===== config.mk =====
export PLATFORM = sky130hd
export DESIGN_NAME = match_game_ctrl_flat
export DESIGN_NICKNAME = d
export VERILOG_FILES = /design/src/rtl/match_game_ctrl_pkg.sv /design/src/rtl/match_game_ctrl_if.sv /design/src/rtl/match_game_ctrl_btn_debounce.sv /design/src/rtl/match_game_ctrl.sv /design/src/flat_wrapper.sv
export SDC_FILE = /design/constraint.sdc
export NUM_CORES = 1
export LEC_CHECK = 0
export CAP_MARGIN = 25
export CORE_MARGIN = 2
export CORE_UTILIZATION = 55
export CTS_CLUSTER_SIZE = 40
export DETAILED_ROUTE_END_ITERATION = 10
export GPL_TIMING_DRIVEN = 1
export PLACE_DENSITY = 0.92
export SLEW_MARGIN = 15
export SYNTH_ARGS = -nofsm -noshare
export SYNTH_HDL_FRONTEND = slang
export SYNTH_SLANG_ARGS = --single-unit

===== constraint.sdc =====
create_clock -name clk -period 4.2 [get_ports clk]
set_clock_uncertainty 0.1 [all_clocks]
set_input_delay 0.84 -clock clk [delete_from_list [all_inputs] [get_ports clk]]
set_output_delay 0.84 -clock clk [all_outputs]
set_load 0.005 [all_outputs]

===== src/rtl/match_game_ctrl_pkg.sv =====
// Shared definitions for the match-card game slice: the EMPTY card code,
// the controller state encoding and a constant clog2 helper used to size
// ports in the controller, map generator and renderer.
package match_game_ctrl_pkg;

  // A card code of all zeros marks a removed (empty) grid position.
  localparam int EMPTY_BLOCK = 0;

  // Controller states; the numeric codes are visible on the state output.
  typedef enum logic [2:0] {
    ST_GEN    = 3'd0,
    ST_IDLE   = 3'd1,
    ST_SELECT = 3'd2,
    ST_REVEAL = 3'd3,
    ST_EVAL   = 3'd4,
    ST_FINISH = 3'd5
  } state_t;

  // Ceiling log2, never smaller than 1 so every derived field has a bit.
  function automatic int clog2(input int value);
    int result;
    result = 0;
    for (int i = 0; i < 31; i++) begin
      if ((1 << i) < value) result = i + 1;
    end
    if (result < 1) result = 1;
    return result;
  endfunction

endpackage


===== src/rtl/match_game_ctrl_if.sv =====
// Map exchange bundle between the game controller and the map generator /
// renderer side.
//   inputMap    generator -> controller  freshly generated card map
//   finishedGen generator -> controller  map generation complete
//   mapReset    controller -> generator  request a new map
//   logicMap    controller -> renderer   live card map
// master: controller side, slave: generator/renderer side.
interface match_game_ctrl_if #(
  parameter int MAP_BITS = 48
);

  logic [MAP_BITS-1:0] inputMap;
  logic                finishedGen;
  logic                mapReset;
  logic [MAP_BITS-1:0] logicMap;

  modport master (
    input  inputMap,
    input  finishedGen,
    output mapReset,
    output logicMap
  );

  modport slave (
    output inputMap,
    output finishedGen,
    input  mapReset,
    input  logicMap
  );

endinterface


===== src/rtl/match_game_ctrl_btn_debounce.sv =====
// Button debouncer: samples a raw button on each shared divider tick into a
// 3-sample history and emits a single-cycle press pulse, registered on the
// tick edge, when the two oldest samples read released-then-pressed.
//   clk, reset_n  clock / asynchronous active-low reset
//   tick_i        shared sample strobe (one cycle per divider period)
//   btn_i         raw button level
//   pulse_o       one-cycle press pulse
module btn_debounce (
  input  logic clk,
  input  logic reset_n,
  input  logic tick_i,
  input  logic btn_i,
  output logic pulse_o
);

  logic [2:0] samples_q, samples_d;
  logic       pulse_q, pulse_d;

  // After the shift, the two oldest samples are the current samples_q[1:0],
  // so the edge test looks at the pre-shift history.
  always_comb begin
    samples_d = samples_q;
    pulse_d   = 1'b0;
    if (tick_i) begin
      samples_d = {samples_q[1:0], btn_i};
      pulse_d   = ~samples_q[1] & samples_q[0];
    end
  end

  always_ff @(posedge clk or negedge reset_n) begin
    if (!reset_n) begin
      samples_q <= '0;
      pulse_q   <= 1'b0;
    end else begin
      samples_q <= samples_d;
      pulse_q   <= pulse_d;
    end
  end

  assign pulse_o = pulse_q;

endmodule


===== src/rtl/match_game_ctrl.sv =====
// Match-card game controller. Loads a generated card map, moves a wrapping
// cursor from debounced buttons, collects MATCH_COUNT selections, shows them
// for REVEAL_CYCLES, then removes them if they all match. When the board is
// cleared it holds mapReset for FINISH_CYCLES and waits for a new map.
//   clk, reset_n            clock / asynchronous active-low reset
//   btnU/D/L/R/S            raw buttons (up, down, left, right, select)
//   mapBus                  map bundle (inputMap, finishedGen, mapReset, logicMap)
//   cursor                  cursor index (row*BLOCKS_WIDE + column)
//   selected                selected indices, slot k at [k*CW +: CW]
//   selectedCount           number of filled slots
//   removedCards            cards removed so far
//   moves                   completed reveal attempts (saturating)
//   state                   current FSM state code
module match_game_ctrl
  import match_game_ctrl_pkg::*;
#(
  parameter int BLOCKS_WIDE    = 4,
  parameter int BLOCKS_HIGH    = 4,
  parameter int BITS_PER_BLOCK = 3,
  parameter int MATCH_COUNT    = 2,
  parameter int REVEAL_CYCLES  = 10_000_000,
  parameter int FINISH_CYCLES  = 100_000_000,
  parameter int DEBOUNCE_BITS  = 17,
  localparam int N    = BLOCKS_WIDE * BLOCKS_HIGH,
  localparam int CW   = clog2(N),
  localparam int SCW  = clog2(MATCH_COUNT + 1),
  localparam int RCW  = clog2(N + 1),
  localparam int MAPW = N * BITS_PER_BLOCK
) (
  input  logic                      clk,
  input  logic                      reset_n,
  input  logic                      btnU,
  input  logic                      btnD,
  input  logic                      btnL,
  input  logic                      btnR,
  input  logic                      btnS,
  match_game_ctrl_if.master         mapBus,
  output logic [CW-1:0]             cursor,
  output logic [MATCH_COUNT*CW-1:0] selected,
  output logic [SCW-1:0]            selectedCount,
  output logic [RCW-1:0]            removedCards,
  output logic [15:0]               moves,
  output logic [2:0]                state
);

  localparam int COLW = clog2(BLOCKS_WIDE);
  localparam int ROWW = clog2(BLOCKS_HIGH);

  logic [DEBOUNCE_BITS-1:0] divCnt_q;
  logic                     sampleTick;
  logic pulseU, pulseD, pulseL, pulseR, pulseS;

  state_t                            state_q, state_d;
  logic [COLW-1:0]                   col_q, col_d;
  logic [ROWW-1:0]                   row_q, row_d;
  logic [MATCH_COUNT-1:0][CW-1:0]    selected_q, selected_d;
  logic [SCW-1:0]                    selCount_q, selCount_d;
  logic [RCW-1:0]                    removed_q, removed_d;
  logic [15:0]                       moves_q, moves_d;
  logic                              mapReset_q, mapReset_d;
  logic [MAPW-1:0]                   logicMap_q, logicMap_d;
  logic [31:0]                       timer_q, timer_d;

  logic [CW-1:0]             cursorIdx;
  logic [BITS_PER_BLOCK-1:0] curCard;
  logic                      alreadySel;
  logic                      allEqual;

  function automatic logic [BITS_PER_BLOCK-1:0] cardAt(input logic [MAPW-1:0] map,
                                                      input logic [CW-1:0]   idx);
    return map[int'(idx) * BITS_PER_BLOCK +: BITS_PER_BLOCK];
  endfunction

  // One free-running divider feeds all five debouncers so they sample together.
  always_ff @(posedge clk or negedge reset_n) begin
    if (!reset_n) divCnt_q <= '0;
    else          divCnt_q <= divCnt_q + DEBOUNCE_BITS'(1);
  end

  assign sampleTick = &divCnt_q;

  btn_debounce u_dbU (.clk(clk), .reset_n(reset_n), .tick_i(sampleTick), .btn_i(btnU), .pulse_o(pulseU));
  btn_debounce u_dbD (.clk(clk), .reset_n(reset_n), .tick_i(sampleTick), .btn_i(btnD), .pulse_o(pulseD));
  btn_debounce u_dbL (.clk(clk), .reset_n(reset_n), .tick_i(sampleTick), .btn_i(btnL), .pulse_o(pulseL));
  btn_debounce u_dbR (.clk(clk), .reset_n(reset_n), .tick_i(sampleTick), .btn_i(btnR), .pulse_o(pulseR));
  btn_debounce u_dbS (.clk(clk), .reset_n(reset_n), .tick_i(sampleTick), .btn_i(btnS), .pulse_o(pulseS));

  // The cursor is kept as row/column so wrapping is a compare, never a modulo.
  assign cursorIdx = CW'(int'(row_q) * BLOCKS_WIDE + int'(col_q));

  // Card under the cursor, duplicate-selection test over filled slots, and the
  // all-selected-cards-equal test used by EVAL.
  always_comb begin
    curCard    = cardAt(logicMap_q, cursorIdx);
    alreadySel = 1'b0;
    allEqual   = 1'b1;
    for (int k = 0; k < MATCH_COUNT; k++) begin
      if ((k < int'(selCount_q)) && (selected_q[k] == cursorIdx)) alreadySel = 1'b1;
      if (cardAt(logicMap_q, selected_q[k]) != cardAt(logicMap_q, selected_q[0])) allEqual = 1'b0;
    end
  end

  // Next-state logic. Button pulses are only consumed in IDLE; in every other
  // state they are simply ignored and therefore lost.
  always_comb begin
    state_d    = state_q;
    col_d      = col_q;
    row_d      = row_q;
    selected_d = selected_q;
    selCount_d = selCount_q;
    removed_d  = removed_q;
    moves_d    = moves_q;
    mapReset_d = mapReset_q;
    logicMap_d = logicMap_q;
    timer_d    = timer_q;

    case (state_q)
      ST_GEN: begin
        if (mapBus.finishedGen) begin
          logicMap_d = mapBus.inputMap;
          removed_d  = '0;
          selCount_d = '0;
          col_d      = '0;
          row_d      = '0;
          moves_d    = '0;
          state_d    = ST_IDLE;
        end
      end

      ST_IDLE: begin
        if (pulseS)      state_d = ST_SELECT;
        else if (pulseU) row_d = (row_q == '0) ? ROWW'(BLOCKS_HIGH - 1) : row_q - ROWW'(1);
        else if (pulseD) row_d = (row_q == ROWW'(BLOCKS_HIGH - 1)) ? '0 : row_q + ROWW'(1);
        else if (pulseL) col_d = (col_q == '0) ? COLW'(BLOCKS_WIDE - 1) : col_q - COLW'(1);
        else if (pulseR) col_d = (col_q == COLW'(BLOCKS_WIDE - 1)) ? '0 : col_q + COLW'(1);
      end

      ST_SELECT: begin
        state_d = ST_IDLE;
        if ((curCard != BITS_PER_BLOCK'(EMPTY_BLOCK)) && !alreadySel) begin
          for (int k = 0; k < MATCH_COUNT; k++) begin
            if (k == int'(selCount_q)) selected_d[k] = cursorIdx;
          end
          selCount_d = selCount_q + SCW'(1);
          if (selCount_q == SCW'(MATCH_COUNT - 1)) begin
            state_d = ST_REVEAL;
            timer_d = '0;
          end
        end
      end

      ST_REVEAL: begin
        if (timer_q == 32'(REVEAL_CYCLES - 1)) state_d = ST_EVAL;
        else                                   timer_d = timer_q + 32'd1;
      end

      ST_EVAL: begin
        moves_d    = (moves_q == 16'hFFFF) ? moves_q : moves_q + 16'd1;
        selCount_d = '0;
        state_d    = ST_IDLE;
        if (allEqual) begin
          for (int k = 0; k < MATCH_COUNT; k++) begin
            logicMap_d[int'(selected_q[k]) * BITS_PER_BLOCK +: BITS_PER_BLOCK] =
              BITS_PER_BLOCK'(EMPTY_BLOCK);
          end
          removed_d = removed_q + RCW'(MATCH_COUNT);
          if (removed_q == RCW'(N - MATCH_COUNT)) begin
            state_d    = ST_FINISH;
            timer_d    = '0;
            mapReset_d = 1'b1;
          end
        end
      end

      ST_FINISH: begin
        if (timer_q == 32'(FINISH_CYCLES - 1)) begin
          mapReset_d = 1'b0;
          state_d    = ST_GEN;
        end else begin
          timer_d = timer_q + 32'd1;
        end
      end

      default: state_d = ST_GEN;
    endcase
  end

  always_ff @(posedge clk or negedge reset_n) begin
    if (!reset_n) begin
      state_q    <= ST_GEN;
      col_q      <= '0;
      row_q      <= '0;
      selected_q <= '0;
      selCount_q <= '0;
      removed_q  <= '0;
      moves_q    <= '0;
      mapReset_q <= 1'b0;
      logicMap_q <= '0;
      timer_q    <= '0;
    end else begin
      state_q    <= state_d;
      col_q      <= col_d;
      row_q      <= row_d;
      selected_q <= selected_d;
      selCount_q <= selCount_d;
      removed_q  <= removed_d;
      moves_q    <= moves_d;
      mapReset_q <= mapReset_d;
      logicMap_q <= logicMap_d;
      timer_q    <= timer_d;
    end
  end

  assign mapBus.mapReset = mapReset_q;
  assign mapBus.logicMap = logicMap_q;
  assign cursor          = cursorIdx;
  assign selected        = selected_q;
  assign selectedCount   = selCount_q;
  assign removedCards    = removed_q;
  assign moves           = moves_q;
  assign state           = state_q;

endmodule


===== src/flat_wrapper.sv =====
// flat-port wrapper written by rule: the top's interface ports become plain ports
module match_game_ctrl_flat import match_game_ctrl_pkg::*;
#(
  parameter int BLOCKS_WIDE    = 4,
  parameter int BLOCKS_HIGH    = 4,
  parameter int BITS_PER_BLOCK = 3,
  parameter int MATCH_COUNT    = 2,
  parameter int REVEAL_CYCLES  = 10_000_000,
  parameter int FINISH_CYCLES  = 100_000_000,
  parameter int DEBOUNCE_BITS  = 17,
  localparam int N    = BLOCKS_WIDE * BLOCKS_HIGH,
  localparam int CW   = clog2(N),
  localparam int SCW  = clog2(MATCH_COUNT + 1),
  localparam int RCW  = clog2(N + 1),
  localparam int MAPW = N * BITS_PER_BLOCK
)
  (clk, reset_n, btnU, btnD, btnL, btnR, btnS, cursor, selected, selectedCount, removedCards, moves, state, mapBus_inputMap, mapBus_finishedGen, mapBus_mapReset, mapBus_logicMap);
  match_game_ctrl_if #(.MAP_BITS(48)) mapBus_i ();
  input  logic clk;
  input  logic reset_n;
  input  logic btnU;
  input  logic btnD;
  input  logic btnL;
  input  logic btnR;
  input  logic btnS;
  output logic [CW-1:0] cursor;
  output logic [MATCH_COUNT*CW-1:0] selected;
  output logic [SCW-1:0] selectedCount;
  output logic [RCW-1:0] removedCards;
  output logic [15:0] moves;
  output logic [2:0] state;
  input wire logic [$bits(mapBus_i.inputMap)-1:0] mapBus_inputMap;
  input wire logic [$bits(mapBus_i.finishedGen)-1:0] mapBus_finishedGen;
  output wire logic [$bits(mapBus_i.mapReset)-1:0] mapBus_mapReset;
  output wire logic [$bits(mapBus_i.logicMap)-1:0] mapBus_logicMap;
  assign mapBus_i.inputMap = mapBus_inputMap;
  assign mapBus_i.finishedGen = mapBus_finishedGen;
  assign mapBus_mapReset = mapBus_i.mapReset;
  assign mapBus_logicMap = mapBus_i.logicMap;
  match_game_ctrl #(.BLOCKS_WIDE(BLOCKS_WIDE), .BLOCKS_HIGH(BLOCKS_HIGH), .BITS_PER_BLOCK(BITS_PER_BLOCK), .MATCH_COUNT(MATCH_COUNT), .REVEAL_CYCLES(REVEAL_CYCLES), .FINISH_CYCLES(FINISH_CYCLES), .DEBOUNCE_BITS(DEBOUNCE_BITS)) u_core (.clk(clk), .reset_n(reset_n), .btnU(btnU), .btnD(btnD), .btnL(btnL), .btnR(btnR), .btnS(btnS), .mapBus(mapBus_i), .cursor(cursor), .selected(selected), .selectedCount(selectedCount), .removedCards(removedCards), .moves(moves), .state(state));
endmodule

==> out/summary.txt, run 1 <==
Status - finished, final reports clean
Data required, critical path - 4.37 ns
Flop2flop setup slack - 0.53 ns
Vias/cell - 6.48
Crit Path Category - reg -> reg
Synth area leader - dfrtp_1
Initial antenna violation count - 0
PD cells - 489 mW/mm^2
Reg2reg end - u_core.mapBus.logicMap[9]
Routed Antenna Nets - 0
YS warnings - 0
TritonRoute pass-1 iters - 6
Cts bufs inserted - 17
Cell mode on critical path - mux4_2
Post-Syn Area per Cell - 9.54 um^2
Worst path slowest cell - dfrtp_1
Post-Synthesis Cells - 929
Dpl ws - 0.639 ns
Largest net degree at the start of global routing - 97
FILL cells - 1137
Leak - 4.43 nW
Hold Crit Endpoint - u_core.u_dbD.pulse_o
RSZ-0062 raised after global routing - false
IO Pins - 143
Crit path max-delay family - multiplexers
Avg WL per Cell - 20.1 um
Hold WC Path Type - reg -> reg
Layout cells sized above 1 - 8.90%
Crit path buffers/inverters - 0
Slew Limit Fails - 0
Number of buffers added on ports - 141
Routability cong. - 0.927
Share of flip-flops with an asynchronous set or reset - 100%
FF+latch count, synth - 150
Crit path time final - 3.67 ns
# clock sinks - 150
Number of max-cap violations - 0
Die ar. - 0.0172 mm^2
Hold path depth - 1
Post-Syn Nets - 1004
Die H - 131 um
Vias in the first global route - 7897
Post-synth top area share - 42.3%
Synth area leaders - dfrtp_1 42%, mux4_2 6.6%, nand2_1 4.9%, o21ai_0 4.5%, a22oi_1 3.0%
Die X - 131 um
Post-CTS setup buffer count - 0
Hold buffer count at CTS - 0
Startpoint Class - flop
H-tree depth - 4
Root Driver - clkbuf_16
Crit. End Element - flop
Period Utilization, post-route - 87.3%
Sequential cell area fraction in the yosys report - 42.3%
Min-Delay Startpoint - u_core.u_dbD.samples_q[1]
Fmax - 273 MHz
Post-synth top cells - 150 x dfrtp_1, 116 x nand2_1, 79 x o21ai_0
Core area - 0.0158 mm^2
Count leader, synth - dfrtp_1
Top FF cell, synth - dfrtp_1
Peak VDD IR - 299 uV
Count of cell types in the netlist - 69
Final Hold Viols - 0
Crit path arrival time - 3.84 ns
Area of the mapped netlist - 0.00887 mm^2
Design Area, Final - 0.0111 mm^2
HPWL after DPL - 18300 um
Post-synth EDFFs - 0
FF-to-FF path depth - 6
PnR worst setup slack - 0.532 ns
DRT iter0 DRCs - 1161
Design Power - 5.41 mW
Total Nets Final - 1129
RR Startpoint - u_core.selected[0]
Critical-path cell list - mux4_2, mux4_2, nor3_1, o211ai_1, nor4b_1, o21ai_0
CTS tree - done
CP max FO - 13
Critical path's largest stage delay - 0.79 ns
Total GRT Usage - 30.9%
Slew @ Worst Pin - 1.00 ns
Grt ovf - 0
Diode count - 0
Slew HR - 33.2%
Initial Util - 56.0%
Post-route setup TNS - 0 ns
Drt total wl - 25800 um
DR DRC count - 0
Clk slew on worst S/H paths - 0.06 ns
Worst skew pair latency - 0.43 ns
CTS max path bufs - 2
Area post-placement - 0.0105 mm^2
Cts repair resizes - 0
First-pass GRT wire length - 41000 um
Row cnt - 46
Endpoints failing setup - 0
DR vias - 8313
Syn-to-layout area delta - 24.7%
## worst max-delay path by stage
stage	slack [ns]	end	start	cells past startpoint
final	0.53	u_core.mapBus.logicMap[9]	u_core.selected[0]	6
after global routing	0.34	u_core.mapBus.logicMap[11]	u_core.selected[0]	6
after CTS	0.59	u_core.mapBus.logicMap[28]	u_core.selected[0]	7
after detailed placement	0.64	u_core.mapBus.logicMap[28]	u_core.selected[0]	7
after global placement	0.73	u_core.timer_q[14]	u_core.selected[0]	7
after floorplan	1.18	u_core.timer_q[22]	u_core.selected[0]	9
## cells by family (layout without fill, tap and decap cells)
logic type,Yosys count,in the layout,synth area share (%)
and+or+nand+nor,342,342,19.1
AOI/OAI and AO/OA,228,228,17.4
DFF,150,150,42.3
buffers and inverters,95,233,4.32
muxes,58,58,10.4
xor gates and xnor gates,36,36,3.77
adders and majority gates,19,19,2.68
other,1,1,0.0423
## worst reg2reg max path, delay by kind of cell, from the launching register on
family / cells / cell delay (ns)
flops: 1 / 0.79
simple gates: 2 / 1.02
compound gates: 2 / 0.52
mux: 2 / 1.09
## layout make-up
cell class	count	area, um^2	share of cell area [%]
multi-input combinational	684	4750	43.0
inverter	48	180	1.63
clock inverter	12	116	1.05
tap	216	270	2.45
sequential	150	3750	34.0
clock buffer	20	457	4.13
timing repair buffer	153	1530	13.8
## stage by stage
stage / hold WS [ns] / utilization (%) / instances
final: 0.331 / 69.8 / 1283
after detailed placement: 0.321 / 66.2 / 1251
after floorplan: 0.301 / - / 929
after global routing: 0.348 / 69.8 / 1283
after CTS: 0.332 / 69.8 / 1283
after global placement: 0.312 / 66.2 / 1251
## placed cells by master, fill, tap and decap left out, types with 11 or more instances in the layout
master | Yosys | layout
nand3_1 | 54 | 53
nand2_1 | 116 | 116
a21oi_1 | 12 | 11
o21ai_0 | 79 | 78
mux2_2 | 12 | 12
nor3_1 | 23 | 22
xor2_1 | 11 | 11
inv_1 | 47 | 47
or3_1 | 13 | 13
a221oi_1 | 18 | 18
o31a_1 | 17 | 17
mux2i_1 | 20 | 20
clkbuf_16 | 0 | 17
mux4_2 | 26 | 26
dfrtp_1 | 150 | 150
nand4_1 | 12 | 12
a22oi_1 | 36 | 36
clkdlybuf4s50_1 | 0 | 140
ha_1 | 19 | 19
o21ai_1 | 12 | 12
xnor2_1 | 24 | 24
nor2_1 | 55 | 55
## report_power, final
group          internal (mW)  total, mW  switching, mW
clock                  0.855       1.49          0.638
combinational          0.933       1.67          0.741
sequential              1.69       2.24          0.553
total                   3.47       5.41           1.93
## per-layer routing
| layer | vias to the layer above | GRT usage (%) | part of all wire, % |
|---|---|---|---|
| met5 | - | 0 | 0 |
| met2 | 560 | 48.4 | 47 |
| met4 | 0 | 13.0 | 3.2 |
| li1 | 3679 | - | - |
| met1 | 3993 | 40.9 | 38 |
| met3 | 81 | 8.47 | 12 |
## state kept, by name, indices dropped and copies added, names as in the netlist, 2 cells and up
register                count
u_core.u_dbR.samples_q      2
u_core.u_dbD.samples_q      2
u_core.timer_q             32
u_core.u_dbS.samples_q      2
u_core.row_q                2
u_core.col_q                2
u_core.u_dbU.samples_q      2
u_core.state                3
u_core.moves               16
u_core.mapBus.logicMap     48
u_core.removedCards         4
u_core.u_dbL.samples_q      2
u_core.divCnt_q            17
u_core.selectedCount        2
u_core.selected             8
Power figures use the tool's default switching activity.
==> inputs of run 2 (changes only) <==
Settings changed: SLEW_MARGIN 15 to 20.
Clock period 4.2 ns to 3.5 ns, I/O delays scaled along.
==> out/summary.txt, run 2 (synthesized netlist as in run 1, its figures left out) <==
Crit. End Element - flop
Peak VDD IR - 356 uV
Data required, critical path - 3.69 ns
Final Hold Viols - 0
H-tree depth - 4
Initial antenna violation count - 0
Most frequent cells in the layout - 149 x dfrtp_1, 140 x clkdlybuf4s50_1, 116 x nand2_1
Cts bufs inserted - 17
HPWL after DPL - 18800 um
Row cnt - 46
Routability cong. - 0.978
DR DRC count - 0
Period Utilization, post-route - 91.9%
Max FFs per register - 48
Initial Util - 56.0%
DRT iter0 DRCs - 989
PD cells - 600 mW/mm^2
Syn-to-layout area delta - 26.8%
Root Driver - clkbuf_16
Leak - 4.53 nW
DR vias - 8387
Post-route setup TNS - 0 ns
Diode count - 0
# clock sinks - 150
Final core occ - 71.0%
Routed Antenna Nets - 0
FILL cells - 1150
Crit Path Category - reg -> reg
First-pass GRT wire length - 41700 um
Layout cells sized above 1 - 10.2%
Worst skew pair latency - 0.43 ns
Number of buffers added on ports - 141
Endpoints failing setup - 0
Die X - 131 um
Clk slew on worst S/H paths - 0.07 ns
Drt total wl - 26500 um
Avg WL per Cell - 20.5 um
Total Nets Final - 1143
CTS tree - done
Grt ovf - 0
Total GRT Usage - 31.4%
RSZ-0062 raised after global routing - false
Slew Limit Fails - 0
Largest net degree at the start of global routing - 76
Vias in the first global route - 7899
Design Area, Final - 0.0112 mm^2
Die H - 131 um
Slew HR - 53.4%
Number of max-cap violations - 0
Crit path arrival time - 3.41 ns
Most common cell after layout, fill and taps aside - dfrtp_1
Die ar. - 0.0172 mm^2
Slew @ Worst Pin - 0.699 ns
IO Pins - 143
Crit path time final - 3.22 ns
Post-CTS setup buffer count - 0
CP max FO - 14
CTS max path bufs - 2
Area post-placement - 0.0106 mm^2
TritonRoute pass-1 iters - 5
Startpoint Class - flop
Fmax - 311 MHz
Core area - 0.0158 mm^2
FF-to-FF path depth - 7
Vias/cell - 6.47
Status - finished, final reports clean
Hold WC Path Type - in -> async
run 2: final timing paths:
check	startpoint	endpoint	slack, ns
setup / recovery	u_core.selected[0]	u_core.mapBus.logicMap[11]	0.28
hold / removal	reset_n	u_core.moves[10]	0.18
setup reg to reg	u_core.selected[0]	u_core.mapBus.logicMap[11]	0.28
hold reg to reg	u_core.u_dbD.samples_q[1]	u_core.u_dbD.pulse_o	0.35
max in group asynchronous	reset_n	u_core.timer_q[15]	2.27
min in group clk	u_core.u_dbD.samples_q[1]	u_core.u_dbD.pulse_o	0.35
run 2: area by class of cell:
class	instances	area, um^2	share of cell area, %
Multi-Input combinational cell	684	4750	42.2
Sequential cell	150	3750	33.4
Timing Repair Buffer	167	1650	14.6
Clock buffer	19	453	4.03
Tap cell	216	270	2.40
Clock inverter	12	191	1.70
Inverter	48	180	1.60
run 2: metal layers:
| metal | up-vias | share of wire, % | track usage, % |
|---|---|---|---|
| met5 | - | 0 | 0 |
| met4 | 0 | 2.8 | 11.0 |
| met3 | 64 | 9.5 | 8.79 |
| met2 | 489 | 47 | 49.5 |
| met1 | 4120 | 40 | 42.0 |
| li1 | 3714 | - | - |
run 2: what timing repair did:
action	CTS	global route
resized for setup	0	2
endpoints found under the setup margin	0	4
hold buffers	0	0
run 2: where the power goes:
group | switching (mW) | leakage, nW | internal (mW)
Clock | 0.785 | 0.313 | 1.24
Sequential | 0.575 | 1.99 | 2.02
Combinational | 0.967 | 2.22 | 1.15
run 2: critical path: stages (launching register included):
cell	delay [ns]
dfrtp_1	0.35
buf_4	0.25
mux4_2	0.53
mux4_2	0.52
nor3_1	0.32
o211ai_1	0.28
nor4b_1	0.56
o21ai_0	0.18
run 2: metrics by stage:
stage          power [mW]  hold slack [ns]  worst slack, ns  instances
6_report             6.75            0.179            0.283       1296
5_1_grt              7.03            0.237           0.0644       1296
4_1_cts              6.70            0.215            0.155       1296
3_5_place_dp         4.68            0.317            0.181       1265
3_3_place_gp         4.62            0.310            0.315       1265
2_1_floorplan        3.48            0.301            0.479        929
